<file path="config.mk">
export PLATFORM = sky130hd
export DESIGN_NAME = cmd_timing_sequencer
export DESIGN_NICKNAME = d
export VERILOG_FILES = /design/src/rtl/cmd_timing_sequencer.sv
export SDC_FILE = /design/constraint.sdc
export NUM_CORES = 1
export LEC_CHECK = 0
export BUFFER_PORTS_ARGS = -buffer_cell sky130_fd_sc_hd__buf_2
export CAP_MARGIN = 20
export CORE_MARGIN = 1.5
export CORE_UTILIZATION = 42
export CTS_BUF_LIST = sky130_fd_sc_hd__clkbuf_16
export DETAILED_ROUTE_END_ITERATION = 12
export PLACE_DENSITY = 0.75
export SYNTH_ARGS = -nofsm -noshare
export SYNTH_HDL_FRONTEND = slang
export SYNTH_SLANG_ARGS = --single-unit
</file>
<file path="constraint.sdc">
create_clock -name clock -period 1.31 [get_ports clock]
set_input_delay 0.0655 -clock clock [delete_from_list [all_inputs] [get_ports clock]]
set_output_delay 0.0655 -clock clock [all_outputs]
set_load 0.05 [all_outputs]
</file>
<file path="src/rtl/cmd_timing_sequencer.sv">
// Single-bank DRAM command sequencer: ACT -> RD/WR -> data burst -> PRE.
// Inter-command spacing is measured by an external countdown timer that this
// block loads through TimerRst/TimerLoad and observes through HitZero.
module cmd_timing_sequencer #(
  parameter int T_RCD = 16,
  parameter int T_RP  = 16,
  parameter int T_CL  = 16,
  parameter int T_CWL = 12,
  parameter int T_WR  = 18,
  parameter int T_RTP = 9,
  parameter int BL    = 8
) (
  input  logic        clock,
  input  logic        Reset,
  input  logic        ReqValid,
  output logic        ReqReady,
  input  logic        ReqWrite,
  input  logic [3:0]  ReqBank,
  input  logic [16:0] ReqRow,
  input  logic [9:0]  ReqCol,
  output logic [2:0]  Cmd,
  output logic [3:0]  CmdBank,
  output logic [16:0] CmdAddr,
  output logic        RdDataEn,
  output logic        WrDataEn,
  output logic        Busy,
  output logic        Done,
  output logic        TimerRst,
  output logic [31:0] TimerLoad,
  input  logic        HitZero
);

  typedef enum logic [3:0] {
    IDLE,
    ACT,
    WAIT_RCD,
    CAS,
    WAIT_LAT,
    BURST,
    RECOVER,
    PRE,
    WAIT_RP
  } state_t;

  localparam logic [2:0] CMD_NOP = 3'b000;
  localparam logic [2:0] CMD_ACT = 3'b001;
  localparam logic [2:0] CMD_RD  = 3'b010;
  localparam logic [2:0] CMD_WR  = 3'b011;
  localparam logic [2:0] CMD_PRE = 3'b100;

  // Timer reloads are biased so the wait state sees HitZero one clock before
  // the following command is due (load at edge, count down, exit on zero).
  localparam logic [31:0] LOAD_RCD = 32'(T_RCD - 2);
  localparam logic [31:0] LOAD_RP  = 32'(T_RP - 2);
  localparam logic [31:0] LOAD_CL  = 32'(T_CL - 2);
  localparam logic [31:0] LOAD_CWL = 32'(T_CWL - 2);
  localparam logic [31:0] LOAD_WR  = 32'(T_WR - 1);
  localparam logic [31:0] LOAD_RTP = 32'(T_RTP - 1);
  localparam logic [1:0]  LAST_BEAT = 2'(BL / 2 - 1);

  state_t      state;
  logic        lat_write;
  logic [3:0]  lat_bank;
  logic [16:0] lat_row;
  logic [9:0]  lat_col;
  logic [1:0]  beat;
  logic        last_beat;

  assign last_beat = (beat == LAST_BEAT);

  // State register, request latch and burst beat counter.
  always_ff @(posedge clock) begin
    if (Reset) begin
      state     <= IDLE;
      lat_write <= 1'b0;
      lat_bank  <= '0;
      lat_row   <= '0;
      lat_col   <= '0;
      beat      <= '0;
    end else begin
      case (state)
        IDLE: begin
          if (ReqValid) begin
            lat_write <= ReqWrite;
            lat_bank  <= ReqBank;
            lat_row   <= ReqRow;
            lat_col   <= ReqCol;
            state     <= ACT;
          end
        end
        ACT:      state <= WAIT_RCD;
        WAIT_RCD: if (HitZero) state <= CAS;
        CAS:      state <= WAIT_LAT;
        WAIT_LAT: begin
          if (HitZero) begin
            beat  <= '0;
            state <= BURST;
          end
        end
        BURST: begin
          if (last_beat) state <= RECOVER;
          else           beat  <= beat + 2'd1;
        end
        RECOVER:  if (HitZero) state <= PRE;
        PRE:      state <= WAIT_RP;
        WAIT_RP:  if (HitZero) state <= IDLE;
        default:  state <= IDLE;
      endcase
    end
  end

  // Output decode from state, latched request, beat counter and HitZero.
  always_comb begin
    ReqReady  = 1'b0;
    Cmd       = CMD_NOP;
    CmdBank   = '0;
    CmdAddr   = '0;
    RdDataEn  = 1'b0;
    WrDataEn  = 1'b0;
    Busy      = 1'b0;
    Done      = 1'b0;
    TimerRst  = 1'b0;
    TimerLoad = '0;
    if (Reset) begin
      TimerRst = 1'b1;
    end else begin
      Busy = (state != IDLE);
      case (state)
        IDLE: ReqReady = 1'b1;
        ACT: begin
          Cmd       = CMD_ACT;
          CmdBank   = lat_bank;
          CmdAddr   = lat_row;
          TimerRst  = 1'b1;
          TimerLoad = LOAD_RCD;
        end
        CAS: begin
          Cmd       = lat_write ? CMD_WR : CMD_RD;
          CmdBank   = lat_bank;
          CmdAddr   = {7'b0, lat_col};
          TimerRst  = 1'b1;
          TimerLoad = lat_write ? LOAD_CWL : LOAD_CL;
        end
        BURST: begin
          RdDataEn = ~lat_write;
          WrDataEn = lat_write;
          if (last_beat) begin
            TimerRst  = 1'b1;
            TimerLoad = lat_write ? LOAD_WR : LOAD_RTP;
          end
        end
        PRE: begin
          Cmd       = CMD_PRE;
          CmdBank   = lat_bank;
          TimerRst  = 1'b1;
          TimerLoad = LOAD_RP;
        end
        WAIT_RP: Done = HitZero;
        default: ;
      endcase
    end
  end

endmodule

</file>
==> flow_metrics.env <==
export IMPL_run_status="complete, but fails checks"
export IMPL_violations="setup timing"
export IMPL_required_ns=1.24
export IMPL_critPathKind="flop to output pin"
export IMPL_critPathMaxFanout=6
export IMPL_wl_um=6098
export IMPL_synth_cell_types=37
export IMPL_netlist_instances=258
export IMPL_vias=2024
export IMPL_crit_path_end="CmdBank[2]"
export IMPL_setup_worst_path_start_class="flop"
export IMPL_vias_per_cell=4.762
export IMPL_final_cells=425
export IMPL_rsz0062_at_grt="true"
export IMPL_grt_pass1_vias=1919
export IMPL_grt_pass1_wl_um=8990
export IMPL_synth_top_area_frac=0.3506
export IMPL_synthTopCellsByCount="nand2_1, dfxtp_1, mux2i_1, buf_4"
export IMPL_yosysSeqAreaShare=0.3506
export IMPL_cts_made_buffers=5
export IMPL_dr_pass1_iters=4
export IMPL_hp_class="primary input to flop"
export IMPL_vdd_drop_max_v=0.0007527
export IMPL_synth_compound_area_frac=0.07266
export IMPL_gp_congestion=0.8498
export IMPL_path_cells="or3b_4 > nor2_4 > and2_4 > buf_8"
export IMPL_clock_path_buffers=2
export IMPL_hold_viol=0
export IMPL_arrival_ns=1.60
export IMPL_cts_root_buf="clkbuf_16"
export IMPL_end_kind="output pin"
export IMPL_cts_sinks=38
export IMPL_max_freq_ghz=0.6004
export IMPL_yosys_warnings=0
export IMPL_period_minus_slack_ns=1.665
export IMPL_synth_area_per_cell_um2=8.409
export IMPL_synthArstFlopShare=0
export IMPL_grt_max_degree=38
export IMPL_r2r_end="lat_bank[2]"
export IMPL_post_drt_wl_per_cell_um=14.35
export IMPL_r2r_slack_ns=-0.28
export IMPL_dp_hpwl_um=3319
export IMPL_maxCapViolations=0
export IMPL_clkLatencyLatePin_ns=0.28
export IMPL_fin_crit_sh=1.271
export IMPL_power_density_nw_per_um2=1196
export IMPL_crit_slowest_cell="or3b_4"
export IMPL_synthAdderAreaFrac=0.005767
export IMPL_nets=394
export IMPL_synthToLayoutAreaGrowth_pct=70.59
export IMPL_synth_area_leaders="dfxtp_1, mux2i_1, nand2_1"
export IMPL_drive_gt1_frac=0.4972
export IMPL_finalSetupViolCount=73
export IMPL_syn_area_um2=2170
export IMPL_ioPinCount=98
export IMPL_synth_flop_cell="dfxtp_1"
export IMPL_slowest_delay_ns=0.46
export IMPL_synthSimpleGateAreaFrac=0.2543
export IMPL_fin_skew_ns=0.002663
export IMPL_die_x_um=74.87
export IMPL_drt_initial_drc_count=77
export IMPL_antenna_found_initial=0
export IMPL_die_h_um=74.87
export IMPL_yosysTopAreaCell="dfxtp_1"
export IMPL_cts_tree="built"
export IMPL_ff2ff_path_depth=8
export IMPL_min_delay_start="ReqRow[10]"
export IMPL_synth_top_family_by_area="simple AND/OR/NAND/NOR gates"
export IMPL_port_buffers=70
export IMPL_timing_rr_start="state[1]"
export IMPL_htreeDepth=2
export IMPL_synth_xor_area_frac=0.004037
export IMPL_crit_path_start="state[0]"
export IMPL_fillCellCount=297
export IMPL_coreArea_um2=4848
export IMPL_report_final_slew_viol_count=0
export IMPL_clk_pin_slew_ns=0.06
export IMPL_synth_mux_area_fraction=0.1528
export IMPL_initial_core_util=0.4475
export IMPL_ys_ff_latch=38
export IMPL_placed_cells=398
export IMPL_grt_util_all_layers=0.2180
export IMPL_synth_most_common_cell="nand2_1"
export IMPL_grt_ovfl_total=0
export IMPL_antenna_left=0
export IMPL_power_leakage_nw=1.711
export IMPL_dieArea_um2=5606
export IMPL_fin_area_um2=3701
export IMPL_diodes=0
export IMPL_placed_area_um2=2803
export IMPL_synth_edf_count=0
export IMPL_num_rows=25
export IMPL_drcViolationCount=0
export IMPL_finalWorstSetupSlack_ns=-0.3555
## flip-flops by register name, indices dropped and copies added (netlist names)
register   flops
lat_write      1
lat_row       17
beat           2
lat_bank       4
state          4
lat_col       10
## metrics by stage
stage	worst slack (ns)	TNS, ns	utilization	total power, W	hold slack [ns]
after floorplan	-0.4203	-6.713	-	0.002436	0.2076
after global placement	-0.1757	-7.679	0.5781	0.002654	0.3124
after detailed placement	-0.2055	-8.703	0.5781	0.002675	0.3175
after CTS	-0.3798	-16.36	0.7458	0.004351	0.02350
after global routing	-0.4051	-21.69	0.7634	0.004599	0.03379
final	-0.3555	-18.40	0.7634	0.004426	0.02824
## worst max-delay path: cells and delay by family, from the launching register on
| family | cells | cell delay [ns] |
|---|---|---|
| flops | 1 | 0.35 |
| buf+inv | 1 | 0.14 |
| simple gates | 3 | 0.84 |
## metal layers
layer	vias up	GRT usage	routed length [um]
li1	994	-	-
met1	939	0.2379	2429
met2	76	0.4022	3258
met3	15	0.05489	289
met4	0	0.08485	120
met5	-	0	0
## cell families (layout without fill, tap and decap cells)
logic type | after synthesis | after routing
compound gates | 20 | 20
fa+ha+maj | 1 | 1
other cells | 1 | 27
xor+xnor | 1 | 1
buf+inv | 51 | 125
simple gates | 113 | 113
flops | 38 | 38
mux | 33 | 33
## power by group
| part | total (W) | switching [W] | internal (W) |
|---|---|---|---|
| clock | 0.00115 | 0.000455 | 0.000694 |
| sequential | 0.00142 | 0.000116 | 0.00130 |
| combinational | 0.00186 | 0.000970 | 0.000890 |
## placed cells by master, fill, tap and decap left out, types with 2 or more instances in the layout
cell type	instances
buf_4	12
nor2_4	6
buf_8	25
buf_2	35
nor2b_1	2
mux2i_1	32
dfxtp_1	34
clkbuf_16	6
and3_4	2
buf_12	7
nor3_4	3
nor2_1	3
a22o_4	10
buf_16	3
inv_2	2
conb_1	27
nor4_4	2
and2_4	11
buf_6	30
dfxtp_2	3
inv_1	2
nand2b_4	2
nand2b_1	3
o21ai_2	2
nand2_1	67
nor4_2	2
## final cells by class
type,instances,area [um^2],area share
Multi-Input combinational cell,195,1466,0.3962
Clock buffer,5,125.1,0.03381
Inverter,4,15.01,0.004057
Sequential cell,38,768.2,0.2076
Tap cell,67,83.83,0.02265
Clock inverter,3,16.27,0.004395
Timing Repair Buffer,113,1226,0.3313
## worst min-delay path by stage
| stage | end | slack [ns] | cells after the start |
|---|---|---|---|
| after floorplan | lat_bank[0] | 0.21 | 2 |
| after global placement | lat_row[3] | 0.31 | 3 |
| after detailed placement | lat_row[3] | 0.32 | 3 |
| after CTS | lat_row[3] | 0.02 | 3 |
| after global routing | lat_row[6] | 0.03 | 3 |
| final | lat_row[10] | 0.03 | 3 |
## timing repair
item                                    CTS  global route
hold buffers                              0             0
cloned                                    4             0
pin swaps                                19            20
endpoints found under the setup margin   71            72
buffers inserted                         12             8
resized for setup                       138            24
(Power assumes the default switching activity.)
